## config.mk

```make
export PLATFORM = sky130hd
export DESIGN_NAME = unified_mem_arbiter_flat
export DESIGN_NICKNAME = d
export VERILOG_FILES = /design/src/rtl/unified_mem_arbiter_pkg.sv /design/src/rtl/unified_mem_arbiter_if.sv /design/src/rtl/unified_mem_arbiter_arb_pick2.sv /design/src/rtl/unified_mem_arbiter.sv /design/src/flat_wrapper.sv
export SDC_FILE = /design/constraint.sdc
export NUM_CORES = 1
export LEC_CHECK = 0
export ABC_AREA = 1
export BUFFER_PORTS_ARGS = -buffer_cell sky130_fd_sc_hd__buf_2
export CAP_MARGIN = 0
export CORE_ASPECT_RATIO = 1.5
export CORE_MARGIN = 1.5
export CORE_UTILIZATION = 50
export CTS_CLUSTER_DIAMETER = 120
export CTS_CLUSTER_SIZE = 28
export DETAILED_ROUTE_END_ITERATION = 10
export PLACE_DENSITY = 0.95
export SETUP_SLACK_MARGIN = 0.15
export SLEW_MARGIN = 20
export SYNTH_ARGS = -nofsm -noshare
export SYNTH_HDL_FRONTEND = slang
export SYNTH_SLANG_ARGS = --single-unit
```

## constraint.sdc

```tcl
create_clock -name clk -period 10.4 [get_ports clk]
set_input_delay 1.04 -clock clk [delete_from_list [all_inputs] [get_ports clk]]
set_output_delay 1.04 -clock clk [all_outputs]
set_load 0.01 [all_outputs]
```

## src/rtl/unified_mem_arbiter_pkg.sv

```systemverilog
`default_nettype none
// ============================================================================
//  Module   : mem_arb_pkg
//  Brief    : Shared state and grant-id encodings for the unified memory arbiter.
//  Revision : 1.0 - initial release
// ============================================================================
package mem_arb_pkg;

    typedef enum logic [1:0] {
        IDLE = 2'd0,
        IBUS = 2'd1,
        DBUS = 2'd2
    } arbState_t;

    localparam logic GNT_I = 1'b0;
    localparam logic GNT_D = 1'b1;

endpackage : mem_arb_pkg
`default_nettype wire

```

## src/rtl/unified_mem_arbiter_if.sv

```systemverilog
`default_nettype none
// ============================================================================
//  Module   : unified_mem_arbiter_if
//  Brief    : Fetch, load/store, memory and stall signals of the arbiter.
//  Revision : 1.0 - initial release
// ============================================================================
interface unified_mem_arbiter_if #(
    parameter int AW = 32,
    parameter int DW = 32
);
    logic              i_req;
    logic [AW-1:0]     i_addr;
    logic [DW-1:0]     i_rdata;
    logic              i_ack;

    logic              d_req;
    logic              d_we;
    logic [AW-1:0]     d_addr;
    logic [DW-1:0]     d_wdata;
    logic [DW/8-1:0]   d_be;
    logic [DW-1:0]     d_rdata;
    logic              d_ack;

    logic              m_req;
    logic              m_we;
    logic [AW-1:0]     m_addr;
    logic [DW-1:0]     m_wdata;
    logic [DW/8-1:0]   m_be;
    logic [DW-1:0]     m_rdata;
    logic              m_ready;

    logic              stall_f;
    logic              stall_m;

    // Arbiter side: serves both requesters and masters the memory bus.
    modport master (
        input  i_req, i_addr,
        input  d_req, d_we, d_addr, d_wdata, d_be,
        input  m_rdata, m_ready,
        output i_rdata, i_ack, d_rdata, d_ack,
        output m_req, m_we, m_addr, m_wdata, m_be,
        output stall_f, stall_m
    );

    modport slave (
        output i_req, i_addr,
        output d_req, d_we, d_addr, d_wdata, d_be,
        output m_rdata, m_ready,
        input  i_rdata, i_ack, d_rdata, d_ack,
        input  m_req, m_we, m_addr, m_wdata, m_be,
        input  stall_f, stall_m
    );

endinterface : unified_mem_arbiter_if
`default_nettype wire

```

## src/rtl/unified_mem_arbiter_arb_pick2.sv

```systemverilog
`default_nettype none
// ============================================================================
//  Module   : arb_pick2
//  Brief    : Two-way combinational picker; on contention the port that did
//             not finish last wins, D being preferred otherwise.
//  Revision : 1.0 - initial release
// ============================================================================
module arb_pick2
    import mem_arb_pkg::*;
(
    input  wire logic req_i,
    input  wire logic req_d,
    input  wire logic last_grant,
    output logic      gnt_valid,
    output logic      gnt_id
);

    always_comb begin
        gnt_valid = req_i | req_d;
        gnt_id    = GNT_I;
        if (req_i && req_d) begin
            gnt_id = (last_grant == GNT_D) ? GNT_I : GNT_D;
        end else if (req_d) begin
            gnt_id = GNT_D;
        end
    end

endmodule : arb_pick2
`default_nettype wire

```

## src/rtl/unified_mem_arbiter.sv

```systemverilog
`default_nettype none
// ============================================================================
//  Module   : unified_mem_arbiter
//  Brief    : Shares one single-port memory between instruction fetch and
//             load/store, holding the granted access until m_ready.
//  Revision : 1.0 - initial release
// ============================================================================
module unified_mem_arbiter
    import mem_arb_pkg::*;
#(
    parameter int AW = 32,
    parameter int DW = 32
) (
    input  wire logic              clk,
    input  wire logic              reset,
    unified_mem_arbiter_if.master  bus
);

    localparam int BW = DW / 8;

    arbState_t        r_state;
    logic             r_lastGrant;
    logic             r_mReq;
    logic             r_mWe;
    logic [AW-1:0]    r_mAddr;
    logic [DW-1:0]    r_mWdata;
    logic [BW-1:0]    r_mBe;
    logic [DW-1:0]    r_iRdata;
    logic [DW-1:0]    r_dRdata;
    logic             r_iAck;
    logic             r_dAck;

    logic             w_eligI;
    logic             w_eligD;
    logic             w_gntValid;
    logic             w_gntId;

    // A port whose ack is up this cycle still shows req; it must not re-win.
    assign w_eligI = bus.i_req & ~r_iAck;
    assign w_eligD = bus.d_req & ~r_dAck;

    arb_pick2 u_pick (
        .req_i      (w_eligI),
        .req_d      (w_eligD),
        .last_grant (r_lastGrant),
        .gnt_valid  (w_gntValid),
        .gnt_id     (w_gntId)
    );

    always_ff @(posedge clk or posedge reset) begin
        if (reset) begin
            r_state     <= IDLE;
            r_lastGrant <= GNT_I;
            r_mReq      <= 1'b0;
            r_mWe       <= 1'b0;
            r_mAddr     <= '0;
            r_mWdata    <= '0;
            r_mBe       <= '0;
            r_iRdata    <= '0;
            r_dRdata    <= '0;
            r_iAck      <= 1'b0;
            r_dAck      <= 1'b0;
        end else begin
            r_iAck <= 1'b0;
            r_dAck <= 1'b0;
            case (r_state)
                IDLE: begin
                    if (w_gntValid) begin
                        r_mReq <= 1'b1;
                        if (w_gntId == GNT_D) begin
                            r_state  <= DBUS;
                            r_mWe    <= bus.d_we;
                            r_mAddr  <= bus.d_addr;
                            r_mWdata <= bus.d_wdata;
                            r_mBe    <= bus.d_be;
                        end else begin
                            r_state  <= IBUS;
                            r_mWe    <= 1'b0;
                            r_mAddr  <= bus.i_addr;
                            r_mWdata <= '0;
                            r_mBe    <= '1;
                        end
                    end
                end
                IBUS: begin
                    if (bus.m_ready) begin
                        r_iRdata    <= bus.m_rdata;
                        r_iAck      <= 1'b1;
                        r_lastGrant <= GNT_I;
                        r_mReq      <= 1'b0;
                        r_state     <= IDLE;
                    end
                end
                DBUS: begin
                    if (bus.m_ready) begin
                        if (!r_mWe) begin
                            r_dRdata <= bus.m_rdata;
                        end
                        r_dAck      <= 1'b1;
                        r_lastGrant <= GNT_D;
                        r_mReq      <= 1'b0;
                        r_state     <= IDLE;
                    end
                end
                default: begin
                    r_mReq  <= 1'b0;
                    r_state <= IDLE;
                end
            endcase
        end
    end

    assign bus.m_req   = r_mReq;
    assign bus.m_we    = r_mWe;
    assign bus.m_addr  = r_mAddr;
    assign bus.m_wdata = r_mWdata;
    assign bus.m_be    = r_mBe;
    assign bus.i_rdata = r_iRdata;
    assign bus.d_rdata = r_dRdata;
    assign bus.i_ack   = r_iAck;
    assign bus.d_ack   = r_dAck;
    assign bus.stall_f = w_eligI;
    assign bus.stall_m = w_eligD;

endmodule : unified_mem_arbiter
`default_nettype wire

```

## src/flat_wrapper.sv

```systemverilog
// flat-port wrapper written by rule: the top's interface ports become plain ports
module unified_mem_arbiter_flat import mem_arb_pkg::*;
#(
    parameter int AW = 32,
    parameter int DW = 32
)
  (clk, reset, bus_i_req, bus_i_addr, bus_d_req, bus_d_we, bus_d_addr, bus_d_wdata, bus_d_be, bus_m_rdata, bus_m_ready, bus_i_rdata, bus_i_ack, bus_d_rdata, bus_d_ack, bus_m_req, bus_m_we, bus_m_addr, bus_m_wdata, bus_m_be, bus_stall_f, bus_stall_m);
  unified_mem_arbiter_if #(.AW(AW), .DW(DW)) bus_i ();
  input  wire logic clk;
  input  wire logic reset;
  input wire logic [$bits(bus_i.i_req)-1:0] bus_i_req;
  input wire logic [$bits(bus_i.i_addr)-1:0] bus_i_addr;
  input wire logic [$bits(bus_i.d_req)-1:0] bus_d_req;
  input wire logic [$bits(bus_i.d_we)-1:0] bus_d_we;
  input wire logic [$bits(bus_i.d_addr)-1:0] bus_d_addr;
  input wire logic [$bits(bus_i.d_wdata)-1:0] bus_d_wdata;
  input wire logic [$bits(bus_i.d_be)-1:0] bus_d_be;
  input wire logic [$bits(bus_i.m_rdata)-1:0] bus_m_rdata;
  input wire logic [$bits(bus_i.m_ready)-1:0] bus_m_ready;
  output wire logic [$bits(bus_i.i_rdata)-1:0] bus_i_rdata;
  output wire logic [$bits(bus_i.i_ack)-1:0] bus_i_ack;
  output wire logic [$bits(bus_i.d_rdata)-1:0] bus_d_rdata;
  output wire logic [$bits(bus_i.d_ack)-1:0] bus_d_ack;
  output wire logic [$bits(bus_i.m_req)-1:0] bus_m_req;
  output wire logic [$bits(bus_i.m_we)-1:0] bus_m_we;
  output wire logic [$bits(bus_i.m_addr)-1:0] bus_m_addr;
  output wire logic [$bits(bus_i.m_wdata)-1:0] bus_m_wdata;
  output wire logic [$bits(bus_i.m_be)-1:0] bus_m_be;
  output wire logic [$bits(bus_i.stall_f)-1:0] bus_stall_f;
  output wire logic [$bits(bus_i.stall_m)-1:0] bus_stall_m;
  assign bus_i.i_req = bus_i_req;
  assign bus_i.i_addr = bus_i_addr;
  assign bus_i.d_req = bus_d_req;
  assign bus_i.d_we = bus_d_we;
  assign bus_i.d_addr = bus_d_addr;
  assign bus_i.d_wdata = bus_d_wdata;
  assign bus_i.d_be = bus_d_be;
  assign bus_i.m_rdata = bus_m_rdata;
  assign bus_i.m_ready = bus_m_ready;
  assign bus_i_rdata = bus_i.i_rdata;
  assign bus_i_ack = bus_i.i_ack;
  assign bus_d_rdata = bus_i.d_rdata;
  assign bus_d_ack = bus_i.d_ack;
  assign bus_m_req = bus_i.m_req;
  assign bus_m_we = bus_i.m_we;
  assign bus_m_addr = bus_i.m_addr;
  assign bus_m_wdata = bus_i.m_wdata;
  assign bus_m_be = bus_i.m_be;
  assign bus_stall_f = bus_i.stall_f;
  assign bus_stall_m = bus_i.stall_m;
  unified_mem_arbiter #(.AW(AW), .DW(DW)) u_core (.clk(clk), .reset(reset), .bus(bus_i));
endmodule
```

* After elaboration in Yosys (flattened, before gate mapping) *
Index checks and enable logic that the tools add are counted.
W data, S select, Z words.

word-level totals
  register bits = 139
  input bits = 138
  output and inout port bits = 138
  logic and storage cells = 51

cells by class
  equality and inequality tests = 6
  mux-type cells = 19
  bitwise operators = 6
  reduce and logical (&&, ||, !) cells = 9

operators with widths
  kind                  count
  $mux W32              2
  $mux W1               10
  $mux W2               3
  $ne A2 B2 Y1 const B  3
  $reduce_and A2 Y1     3
  $reduce_and A3 Y1     2
  $mux W4               1
  $pmux W1 S2           2
  $pmux W2 S2           1
  $not A1 Y1            3
  $and A1 B1 Y1         2
  $eq A2 B1 Y1 const B  1
  $eq A2 B2 Y1 const B  1
  $logic_not A2 Y1      1
  $ne A2 B1 Y1 const B  1
  $reduce_bool A2 Y1    1
  $reduce_or A2 Y1      1
  $logic_and A1 B1 Y1   1
  $or A1 B1 Y1          1

* Longest topological paths before layout *
  word-level depth = 7
  mapped depth = 8
  gate-level depth less buffers = 7

* By module *
From an unflattened synthesis, not the netlist that was laid out.

second synthesis, totals
  cells, all modules = 720
  area total of the unflattened synthesis = 6,020.8 um2

by module, submodules not included
  module               times used  cells an instance  area an instance (um2)  seq. area each (um2)
  unified_mem_arbiter  1           717                6,005.8                 3,478.3
  arb_pick2            1           3                  15.0                    0.0

* Least setup slack after synthesis *
OpenSTA, ideal clock, no wires.

  path type = input to output
  start = in bus_d_req
  end = out bus_stall_m
  arrival time = 1.442 ns
  required time = 9.360 ns
  setup slack = 7.918 ns
  stages on the path = 3
  path buffers = 1
  path through = inv_1 nor2_4 buf_2

on the way
  word-level cells in the longest chain between the ends = 1

RTL lines
  what             RTL line                   RTL
  start, declared  flat_wrapper.sv:13         input wire logic [$bits(bus_i.d_req)-1:0] bus_d_req;
  $and A1 B1 Y1    unified_mem_arbiter.sv:40  assign w_eligD = bus.d_req & ~r_dAck;
  end, declared    flat_wrapper.sv:30         output wire logic [$bits(bus_i.stall_m)-1:0] bus_stall_m;

Every way passes these cells.

* Worst setup path in the final report *
Ends and elaborated chain as after synthesis.

==> reports/metrics.cfg <==
[sta]
setup-tns-final_ns = 0
slew_violations = 0
period_minus_slack_ns = 2.90
setup_viol = 0
post-route-worst-setup-slack_ns = 7.50
max_freq_mhz = 345
hold_violations = 0
period_share_pct = 27.8
finClkSkew_ns = 0.00740
tightest_slew_ns = 1.04
grt_setup_unrepaired = no
slew_headroom_pct = 30.6

[placed_design]
portBuffers = 275
dp.final_hpwl_um = 11300
gp_congestion = 0.829
dpl.cell_count = 1103
place_worst_setup_slack_ns = 7.13

[floorplanning]
dieHeight_um = 136
die_w_um = 91.8
io-pin-count = 276
die_area_um2 = 12500
initial_utilization_pct = 51.2
row_count = 48
core_um2 = 11500

[critical_path]
critPathArrivalTime_ns = 1.86
slowest_delay_ns = 0.36
cp-end-kind = output pin
r2r-start = u_core.r_state[0]
startpoint = bus_d_req
required_ns = 9.36
startpoint_type = input pin
r2r_cells = 7
timing.critical_path.mode_cell = buf_2
crit_end = bus_stall_m
path_max_fanout = 35
crit_family = buffers and inverters
crit_buf_inv = 4
cp.depth = 5
regToRegSetupSlack_ns = 7.58
crit_type = input pin to output pin
cp_slowest_cell = buf_4
crit_chain = buf_2 > inv_1 > nor2_4 > buf_4 > buf_2
r2r_end = u_core.bus.m_wdata[13]

[grt]
grt_busiest_layer = met2
antenna_found_initial = 0
use_met1_pct = 29.1
grt_usage_pct = 25.5
grt_max_degree = 85
use_met2_pct = 45.4
use_met3_pct = 5.82
grt-ovfl-total = 0
grt_pass1_wl_um = 25000
grt_pass1_vias = 5388

[cells_and_area]
diodes = 0
drive_above_1_share_pct = 32.3
final_nets = 1115
multi_input_area_um2 = 1860
synthToLayoutAreaGrowth_pct = 34.5
layoutNonFillerInstCount = 1134
ff_latch_area_um2 = 3480
fillers = 929

[route]
dr.pass1.iters = 5
route.detailed.drc = 0
dr_total_vias = 5558
via_per_inst = 4.90
antenna_left = 0
wire_per_inst_um = 14.1
drtIter0Drc = 390
wirelength_um = 16000

[cts]
max-clock-path-buffers = 2
cts_buffers = 17
cts_resized = 0
clk_latency_ns = 0.40
cts.clk_slew.worst_paths_ns = 0.06
htree_levels = 4
cts_sinks = 139
post_cts_buffers = 0
cts_tree = built
cts_root_buf = clkbuf_16
holdBufCountCts = 0

[worst_hold_path]
hold_class = register to register

[power]
peakVddDrop_uv = 185
p_int_mw = 1.50
p_leak_nw = 4.81
power.switching_mw = 0.922
clkPwrFrac_pct = 25.3
power_density_nw_per_um2 = 305
switching_share_pct = 38.1
seqPwrFrac_pct = 38.5
power.share.combinational_pct = 36.2

[synthesis]
synth_cells = 711
ys_ff_latch = 139
yosys.area.top_type = dfrtp_1
ys_warn_count = 0
post_synth_instance_area_um2 = 5910
synth.area.top_cells = dfrtp_1, nand2_1, inv_1
synthesis.nets = 854
syn_area_per_cell_um2 = 8.31
yosysUniqueCellTypes = 17
synth_top_area_share_pct = 58.9
seq_area_frac_synth_pct = 58.9

[status]
status = complete, no violations

[job]
drv_cap = 0

[per-stage QoR]
step	utilization, %	power, mW	area [um^2]	hold slack (ns)
2_1_floorplan	-	1.43	5910	0.503
3_3_place_gp	63.6	1.77	7330	0.449
3_5_place_dp	63.6	1.81	7330	0.453
4_1_cts	68.8	2.43	7930	0.469
5_1_grt	68.9	2.58	7940	0.483
6_report	68.9	2.42	7940	0.468
[per-layer routing]
layer	vias to the layer above	wire (um)
met5	-	0
met4	0	414
met3	41	1010
met2	280	8430
met1	2560	6140
li1	2677	-
[kinds of logic after synthesis]
group	count (synthesis)	share of synthesized area (%)
simple gates	351	24.1
buf+inv	146	10.0
flops	139	58.9
compound gates	70	6.01
fa+ha+maj	5	1.06
[worst min-delay path by stage]
stage | from | end | slack, ns | depth (start not counted)
3_5_place_dp | u_core.bus.m_wdata[28] | u_core.bus.m_wdata[28] | 0.45 | 2
2_1_floorplan | u_core.r_state[1] | u_core.r_state[1] | 0.50 | 2
3_3_place_gp | u_core.bus.m_wdata[1] | u_core.bus.m_wdata[1] | 0.45 | 2
4_1_cts | u_core.bus.m_wdata[6] | u_core.bus.m_wdata[6] | 0.47 | 2
6_report | u_core.bus.m_wdata[10] | u_core.bus.m_wdata[10] | 0.47 | 2
5_1_grt | u_core.bus.m_addr[9] | u_core.bus.m_addr[9] | 0.48 | 2
[cells in the final DEF (no fill, tap or decap), types with 2 or more instances in the layout]
cell        synthesis  routed
nand2_2             0       2
nand3_1            67      66
nand2_1           269     267
nor2_1             12      12
buf_2              16     275
inv_6               0       4
clkbuf_16           0      17
nand3_2             2       2
inv_2               3       3
ha_1                5       5
dfrtp_1           139     139
bufinv_16           0       3
clkinv_4            0       3
o21ai_0            67      67
clkinvlp_4          0       2
clkinv_2            0       2
inv_1             108     107
[state kept, by name, indices dropped and copies added, names as in the netlist]
register	flops
u_core.bus.m_be	4
u_core.bus.i_rdata	32
u_core.r_lastGrant	1
u_core.bus.m_wdata	32
u_core.bus.m_we	1
u_core.bus.d_ack	1
u_core.r_state	2
u_core.bus.d_rdata	32
u_core.bus.m_addr	32
u_core.bus.m_req	1
u_core.bus.i_ack	1
[cell usage after synthesis]
cell type and instances:
nand2_1 269, dfrtp_1 139, inv_1 108, nand3_1 67
o21ai_0 67, buf_2 16, nor2_1 12, clkbuf_1 10
buf_4 6, ha_1 5, buf_1 3, inv_2 3
nand3_2 2, a21oi_1 1, a21oi_2 1, a31oi_1 1
nor2_4 1
[tightest hold or removal path: stages, from the launching register on]
cell and delay [ns]:
dfrtp_1 0.34, nand2_1 0.05, nand2_1 0.05
[final cells by class]
class / count / area share (%)
repair buffers: 277 / 17.6
flip-flops and latches: 139 / 43.8
clock inverters: 13 / 2.11
well taps: 150 / 2.36
clock buffers: 18 / 5.40
inverters: 111 / 5.31
multi-input cells: 426 / 23.5
[power groups by stage]
stage / Clock [mW] / Sequential (mW) / Combinational, mW
6_report: 0.612 / 0.934 / 0.877
5_1_grt: 0.647 / 0.959 / 0.974
4_1_cts: 0.619 / 0.932 / 0.883
3_5_place_dp: 0 / 0.933 / 0.882
3_3_place_gp: 0 / 0.928 / 0.843
2_1_floorplan: 0 / 1.04 / 0.387
Power figures use the tool's default switching activity.
